## src/rtl/branch_predictor_if.sv

```systemverilog
// Fetch-side prediction and EX-side resolution bundle for branch_predictor.
// The pipeline uses the master modport; the predictor uses the slave modport.
interface branch_predictor_if #(
    parameter int XLEN  = 32,
    parameter int CNT_W = 32
);
    logic             flush_i;
    logic [XLEN-1:0]  if_pc_i;
    logic             pred_taken_o;
    logic [XLEN-1:0]  pred_target_o;
    logic             ex_valid_i;
    logic             ex_is_branch_i;
    logic             ex_is_jump_i;
    logic [XLEN-1:0]  ex_pc_i;
    logic             ex_taken_i;
    logic [XLEN-1:0]  ex_target_i;
    logic             ex_pred_taken_i;
    logic [XLEN-1:0]  ex_pred_target_i;
    logic             mispredict_o;
    logic [XLEN-1:0]  redirect_pc_o;
    logic [CNT_W-1:0] branch_count_o;
    logic [CNT_W-1:0] mispredict_count_o;

    modport master (
        output flush_i, if_pc_i,
        output ex_valid_i, ex_is_branch_i, ex_is_jump_i, ex_pc_i,
        output ex_taken_i, ex_target_i, ex_pred_taken_i, ex_pred_target_i,
        input  pred_taken_o, pred_target_o, mispredict_o, redirect_pc_o,
        input  branch_count_o, mispredict_count_o
    );

    modport slave (
        input  flush_i, if_pc_i,
        input  ex_valid_i, ex_is_branch_i, ex_is_jump_i, ex_pc_i,
        input  ex_taken_i, ex_target_i, ex_pred_taken_i, ex_pred_target_i,
        output pred_taken_o, pred_target_o, mispredict_o, redirect_pc_o,
        output branch_count_o, mispredict_count_o
    );
endinterface

```

## src/rtl/branch_predictor.sv

```systemverilog
// Direct-mapped BTB with 2-bit counters, misprediction detection and statistics.
// Latency: lookup and resolution are combinational, BTB/stat updates land on the next edge; no backpressure.
module branch_predictor #(
    parameter int         XLEN     = 32,
    parameter int         ENTRIES  = 16,
    parameter int         TAG_W    = 8,
    parameter logic [1:0] CTR_INIT = 2'b01,
    parameter int         CNT_W    = 32
) (
    input  logic               clk,
    input  logic               rst_n,
    branch_predictor_if.slave  bp
);
    localparam int IDX_W = $clog2(ENTRIES);

    logic             entry_vld [ENTRIES];
    logic [TAG_W-1:0] entry_tag [ENTRIES];
    logic [XLEN-1:0]  entry_tgt [ENTRIES];
    logic [1:0]       entry_ctr [ENTRIES];

    logic [IDX_W-1:0] if_idx;
    logic [TAG_W-1:0] if_tag;
    logic             if_hit;
    logic [IDX_W-1:0] ex_idx;
    logic [TAG_W-1:0] ex_tag;
    logic             ex_hit;
    logic             br;
    logic             mispredict;
    logic [CNT_W-1:0] branch_cnt;
    logic [CNT_W-1:0] mispredict_cnt;

    assign if_idx = bp.if_pc_i[IDX_W+1:2];
    assign if_tag = bp.if_pc_i[IDX_W+1+TAG_W:IDX_W+2];
    assign ex_idx = bp.ex_pc_i[IDX_W+1:2];
    assign ex_tag = bp.ex_pc_i[IDX_W+1+TAG_W:IDX_W+2];

    // Lookup reads pre-edge contents; an EX update to the same entry is not bypassed.
    assign if_hit = entry_vld[if_idx] && (entry_tag[if_idx] == if_tag);
    assign ex_hit = entry_vld[ex_idx] && (entry_tag[ex_idx] == ex_tag);

    assign bp.pred_taken_o  = if_hit & entry_ctr[if_idx][1];
    assign bp.pred_target_o = bp.pred_taken_o ? entry_tgt[if_idx] : bp.if_pc_i + XLEN'(4);

    assign br = bp.ex_valid_i & (bp.ex_is_branch_i | bp.ex_is_jump_i);

    always_comb begin
        mispredict = 1'b0;
        if (br) begin
            mispredict = (bp.ex_pred_taken_i != bp.ex_taken_i) ||
                         (bp.ex_taken_i && (bp.ex_pred_target_i != bp.ex_target_i));
        end else if (bp.ex_valid_i) begin
            // A non-branch predicted taken was a partial-tag alias.
            mispredict = bp.ex_pred_taken_i;
        end
    end

    assign bp.mispredict_o  = mispredict;
    assign bp.redirect_pc_o = (bp.ex_taken_i & br) ? bp.ex_target_i : bp.ex_pc_i + XLEN'(4);

    always_ff @(posedge clk or negedge rst_n) begin
        if (!rst_n) begin
            for (int i = 0; i < ENTRIES; i++) begin
                entry_vld[i] <= 1'b0;
                entry_tag[i] <= '0;
                entry_tgt[i] <= '0;
                entry_ctr[i] <= CTR_INIT;
            end
        end else if (bp.flush_i) begin
            for (int i = 0; i < ENTRIES; i++) begin
                entry_vld[i] <= 1'b0;
                entry_ctr[i] <= CTR_INIT;
            end
        end else if (br) begin
            if (ex_hit) begin
                if (bp.ex_is_jump_i) begin
                    entry_ctr[ex_idx] <= 2'b11;
                    entry_tgt[ex_idx] <= bp.ex_target_i;
                end else if (bp.ex_taken_i) begin
                    if (entry_ctr[ex_idx] != 2'b11)
                        entry_ctr[ex_idx] <= entry_ctr[ex_idx] + 2'd1;
                    entry_tgt[ex_idx] <= bp.ex_target_i;
                end else if (entry_ctr[ex_idx] != 2'b00) begin
                    entry_ctr[ex_idx] <= entry_ctr[ex_idx] - 2'd1;
                end
            end else if (bp.ex_taken_i) begin
                entry_vld[ex_idx] <= 1'b1;
                entry_tag[ex_idx] <= ex_tag;
                entry_tgt[ex_idx] <= bp.ex_target_i;
                entry_ctr[ex_idx] <= bp.ex_is_jump_i ? 2'b11 : 2'b10;
            end
        end else if (bp.ex_valid_i && bp.ex_pred_taken_i && ex_hit) begin
            entry_vld[ex_idx] <= 1'b0;
        end
    end

    // Statistics keep counting through a flush and stick at all-ones.
    always_ff @(posedge clk or negedge rst_n) begin
        if (!rst_n) begin
            branch_cnt     <= '0;
            mispredict_cnt <= '0;
        end else begin
            if (br && (branch_cnt != '1))
                branch_cnt <= branch_cnt + CNT_W'(1);
            if (mispredict && (mispredict_cnt != '1))
                mispredict_cnt <= mispredict_cnt + CNT_W'(1);
        end
    end

    assign bp.branch_count_o     = branch_cnt;
    assign bp.mispredict_count_o = mispredict_cnt;
endmodule

```

## src/flat_wrapper.sv

```systemverilog
// flat-port wrapper written by rule: the top's interface ports become plain ports
module branch_predictor_flat 
#(
    parameter int         XLEN     = 32,
    parameter int         ENTRIES  = 16,
    parameter int         TAG_W    = 8,
    parameter logic [1:0] CTR_INIT = 2'b01,
    parameter int         CNT_W    = 32
)
  (clk, rst_n, bp_flush_i, bp_if_pc_i, bp_ex_valid_i, bp_ex_is_branch_i, bp_ex_is_jump_i, bp_ex_pc_i, bp_ex_taken_i, bp_ex_target_i, bp_ex_pred_taken_i, bp_ex_pred_target_i, bp_pred_taken_o, bp_pred_target_o, bp_mispredict_o, bp_redirect_pc_o, bp_branch_count_o, bp_mispredict_count_o);
  branch_predictor_if #(.XLEN(XLEN), .CNT_W(CNT_W)) bp_i ();
  input  logic clk;
  input  logic rst_n;
  input wire logic [$bits(bp_i.flush_i)-1:0] bp_flush_i;
  input wire logic [$bits(bp_i.if_pc_i)-1:0] bp_if_pc_i;
  input wire logic [$bits(bp_i.ex_valid_i)-1:0] bp_ex_valid_i;
  input wire logic [$bits(bp_i.ex_is_branch_i)-1:0] bp_ex_is_branch_i;
  input wire logic [$bits(bp_i.ex_is_jump_i)-1:0] bp_ex_is_jump_i;
  input wire logic [$bits(bp_i.ex_pc_i)-1:0] bp_ex_pc_i;
  input wire logic [$bits(bp_i.ex_taken_i)-1:0] bp_ex_taken_i;
  input wire logic [$bits(bp_i.ex_target_i)-1:0] bp_ex_target_i;
  input wire logic [$bits(bp_i.ex_pred_taken_i)-1:0] bp_ex_pred_taken_i;
  input wire logic [$bits(bp_i.ex_pred_target_i)-1:0] bp_ex_pred_target_i;
  output wire logic [$bits(bp_i.pred_taken_o)-1:0] bp_pred_taken_o;
  output wire logic [$bits(bp_i.pred_target_o)-1:0] bp_pred_target_o;
  output wire logic [$bits(bp_i.mispredict_o)-1:0] bp_mispredict_o;
  output wire logic [$bits(bp_i.redirect_pc_o)-1:0] bp_redirect_pc_o;
  output wire logic [$bits(bp_i.branch_count_o)-1:0] bp_branch_count_o;
  output wire logic [$bits(bp_i.mispredict_count_o)-1:0] bp_mispredict_count_o;
  assign bp_i.flush_i = bp_flush_i;
  assign bp_i.if_pc_i = bp_if_pc_i;
  assign bp_i.ex_valid_i = bp_ex_valid_i;
  assign bp_i.ex_is_branch_i = bp_ex_is_branch_i;
  assign bp_i.ex_is_jump_i = bp_ex_is_jump_i;
  assign bp_i.ex_pc_i = bp_ex_pc_i;
  assign bp_i.ex_taken_i = bp_ex_taken_i;
  assign bp_i.ex_target_i = bp_ex_target_i;
  assign bp_i.ex_pred_taken_i = bp_ex_pred_taken_i;
  assign bp_i.ex_pred_target_i = bp_ex_pred_target_i;
  assign bp_pred_taken_o = bp_i.pred_taken_o;
  assign bp_pred_target_o = bp_i.pred_target_o;
  assign bp_mispredict_o = bp_i.mispredict_o;
  assign bp_redirect_pc_o = bp_i.redirect_pc_o;
  assign bp_branch_count_o = bp_i.branch_count_o;
  assign bp_mispredict_count_o = bp_i.mispredict_count_o;
  branch_predictor #(.XLEN(XLEN), .ENTRIES(ENTRIES), .TAG_W(TAG_W), .CTR_INIT(CTR_INIT), .CNT_W(CNT_W)) u_core (.clk(clk), .rst_n(rst_n), .bp(bp_i));
endmodule
```

## config.mk

```make
export PLATFORM = sky130hd
export DESIGN_NAME = branch_predictor_flat
export DESIGN_NICKNAME = d
export VERILOG_FILES = /design/src/rtl/branch_predictor_if.sv /design/src/rtl/branch_predictor.sv /design/src/flat_wrapper.sv
export SDC_FILE = /design/constraint.sdc
export NUM_CORES = 2
export LEC_CHECK = 0
export CORE_ASPECT_RATIO = 1.25
export CORE_UTILIZATION = 33
export CTS_BUF_LIST = sky130_fd_sc_hd__clkbuf_8 sky130_fd_sc_hd__clkbuf_16
export DETAILED_ROUTE_END_ITERATION = 7
export PLACE_DENSITY = 0.47
export SLEW_MARGIN = 20
export SYNTH_ARGS = -nofsm -noshare
export SYNTH_HDL_FRONTEND = slang
export SYNTH_SLANG_ARGS = --single-unit
```

## constraint.sdc

```tcl
create_clock -name clk -period 9.4 [get_ports clk]
set_clock_uncertainty 0.1 [all_clocks]
set_input_delay 2.82 -clock clk [delete_from_list [all_inputs] [get_ports clk]]
set_output_delay 2.82 -clock clk [all_outputs]
set_load 0.01 [all_outputs]
```

==> results.sh <==
export IMPL_cts_max_level=3
export IMPL_whs_ns=0.378
export IMPL_grt_total_usage_pct=21.6
export IMPL_cp_top_family="buffers and inverters"
export IMPL_cts_buffers_inserted=84
export IMPL_antenna_found_initial=0
export IMPL_num_rows=138
export IMPL_dr_pass1_iters=5
export IMPL_grt_pass1_wl_um=186000
export IMPL_first_global_vias=27109
export IMPL_leakage_nw=20.3
export IMPL_cts_buffer_depth=3
export IMPL_multiInputGateArea_um2=18100
export IMPL_drt_wirelength_per_cell_um=27.4
export IMPL_fmax_mhz=109
export IMPL_die_h_um=382
export IMPL_fin_nets=3153
export IMPL_vias=24923
export IMPL_final_setup_viol_count=0
export IMPL_critPathLaunchType="input pin"
export IMPL_synthTopCellsByArea="dfrtp_1 48%, mux4_2 14%, mux2_1 10%, mux2_2 8.9%, xor2_1 2.0%"
export IMPL_slew_headroom_pct=30.2
export IMPL_worst_slew_pin_slew_ns=1.05
export IMPL_cts_reportedPaths_clkPinSlew_ns=0.06
export IMPL_final_setup_tns_ns=0
export IMPL_worstHoldPathType="flip-flop to flip-flop"
export IMPL_slowest_delay_ns=0.57
export IMPL_syn_area_um2=38100
export IMPL_place_area_um2=42500
export IMPL_hpwl_um=82300
export IMPL_gp_congestion=0.849
export IMPL_portBuffers=265
export IMPL_cts_root_buf="clkbuf_16"
export IMPL_syn_area_per_cell_um2=13.7
export IMPL_ff_latch_area_um2=18800
export IMPL_final_common_cell="dfrtp_1"
export IMPL_post_cts_setup_buffers=0
export IMPL_cp_required_ns=6.48
export IMPL_final_hold_viol_count=0
export IMPL_remaining_drc_errors=0
export IMPL_rsz0062_at_grt="no"
export IMPL_synth_adder_area_share_pct=0.296
export IMPL_cts_hold_buf=0
export IMPL_ys_seq_area_share_pct=49.5
export IMPL_worstPathCellList="buf_8 -> mux4_2 -> mux4_2 -> xnor2_1 -> nand4_1 -> or3_4 -> buf_4 -> a21oi_1 -> clkdlybuf4s50_1"
export IMPL_synth_top_family_by_area="multiplexers"
export IMPL_place_inst=4392
export IMPL_muxShareOfSynthArea_pct=33.9
export IMPL_synth_top_area_share_pct=48.4
export IMPL_critPathKind="input pin to primary output"
export IMPL_synthSimpleGateAreaFrac_pct=6.07
export IMPL_grt_max_degree=181
export IMPL_crit_path_max_fanout=39
export IMPL_syn_nets=2928
export IMPL_coreArea_um2=114000
export IMPL_final_min_clock_period_ns=9.14
export IMPL_ys_flop_type="dfrtp_1"
export IMPL_synth_area_leader_cell="dfrtp_1"
export IMPL_max_cap_violations=0
export IMPL_synth_ff_latch_count=752
export IMPL_pin_count=266
export IMPL_yosysUniqueCellTypes=61
export IMPL_final_cell_mix="736 x dfrtp_1, 348 x mux2_1, 301 x mux2_2"
export IMPL_finalCritPeriodShare_pct=97.2
export IMPL_dieArea_um2=117000
export IMPL_path_buf_inv=3
export IMPL_synth_edf_count=0
export IMPL_via_per_inst=5.48
export IMPL_slew_viol_final=0
export IMPL_instances_no_fill=4545
export IMPL_drive_gt1_share_pct=26.9
export IMPL_syn_inst=2783
export IMPL_power_total_mw=8.31
export IMPL_irDropWorstVdd_v=0.000147
export IMPL_area_delta_synth_final_pct=18.8
export IMPL_powerDensity_nw_per_um2=184
export IMPL_totalWireLength_um=125000
export IMPL_cts_resized=0
export IMPL_clock_sinks=752
export IMPL_fin_area_um2=45300
export IMPL_ant_nets=0
export IMPL_yosys_warnings=0
export IMPL_synth_xor_area_share_pct=3.86
export IMPL_die_w_um=306
export IMPL_endpoint_kind="primary output"
export IMPL_initial_utilization_pct=33.5
export IMPL_outcome="finished clean"
export IMPL_crit_arrival_ns=6.22
export IMPL_insertion_delay_ns=0.67
export IMPL_async_flop_share_pct=100
export IMPL_cts_tree="done"
export IMPL_synth_compound_area_share_pct=3.38
export IMPL_fill_cells=10564
export IMPL_crit_top_cell="mux4_2"
export IMPL_grt_overflow=0
export IMPL_cp_slowest_cell="or3_4"
export IMPL_first_iter_violations=1529
[routing by layer]
layer	wire, um	GRT usage (%)	vias up
met5	0	0	-
met4	4430	8.11	0
met3	4750	3.01	204
met2	61600	36.5	649
met1	54000	28.1	13371
li1	-	-	10699
[stage by stage]
| stage | worst slack, ns | utilization (%) |
|---|---|---|
| 6_report | 0.259 | 39.8 |
| 5_1_grt | 0.0437 | 39.8 |
| 4_1_cts | 0.236 | 39.8 |
| 3_5_place_dp | 0.244 | 37.3 |
| 3_3_place_gp | 0.277 | 37.3 |
| 2_1_floorplan | 0.765 | - |
[cell families (layout without fill, tap and decap cells)]
logic type / after synthesis / in the layout
mux: 919 / 919
flops: 752 / 752
simple gates: 479 / 479
buf+inv: 256 / 547
compound gates: 200 / 200
xor+xnor: 168 / 168
fa+ha+maj: 9 / 9
other cells: 0 / 1
[cells in the mapped netlist (5+ instances only)]
master and instances:
mux2i_1 39, ha_1 9, buf_1 21, nor4_1 26, o311ai_0 16, clkbuf_1 134
mux4_2 231, buf_4 31, and4_1 5, o21ai_0 68, and3_1 33, a21oi_1 40
a22oi_1 30, nand2_1 168, dfrtp_1 736, a31oi_1 18, nor3_1 22, and2_1 21
inv_1 17, nor2_4 10, nand3_1 50, xnor2_1 82, dfstp_2 16, buf_2 51
nor2_1 99, mux2_2 301, mux2_1 348, nand4_1 25, nor2b_1 10, xor2_1 86
[power by group]
group,internal (mW),total (mW),switching (mW)
registers,3.58,3.79,0.209
logic,0.637,1.20,0.562
clock network,1.94,3.33,1.39
total,6.15,8.31,2.16
[final timing paths]
kind	end	slack [ns]	startpoint	cells after the start
max in group asynchronous	u_core.entry_tgt[27]$_DFFE_PN0P_	5.42	rst_n	2
setup reg to reg	u_core.entry_tag[61]$_DFFE_PN0P_	5.03	u_core.entry_tag[70]$_DFFE_PN0P_	9
setup / recovery	bp_pred_target_o[20]	0.26	bp_if_pc_i[2]	9
hold reg to reg	u_core.entry_tgt[32]$_DFFE_PN0P_	0.38	u_core.entry_tgt[32]$_DFFE_PN0P_	1
min in group asynchronous	u_core.entry_tgt[30]$_DFFE_PN0P_	2.15	rst_n	1
hold / removal	u_core.entry_tgt[32]$_DFFE_PN0P_	0.38	u_core.entry_tgt[32]$_DFFE_PN0P_	1
[flip-flops by register name, indices dropped and copies added, names as in the netlist]
| name | cells |
|---|---|
| u_core.entry_tgt | 512 |
| u_core.entry_tag | 128 |
| u_core.bp.branch_count_o | 32 |
| u_core.bp.mispredict_count_o | 32 |
| u_core.entry_ctr | 32 |
| u_core.entry_vld | 16 |
[layout make-up]
type                    count  share of cell area [%]
flip-flops and latches    752                    41.6
repair buffers            378                    7.93
diodes                      1                 0.00553
well taps                1470                    4.06
multi-input cells        1775                    40.1
clock buffers             101                    5.19
inverters                  17                   0.141
clock inverters            51                   0.935
Power figures use the tool's default switching activity.
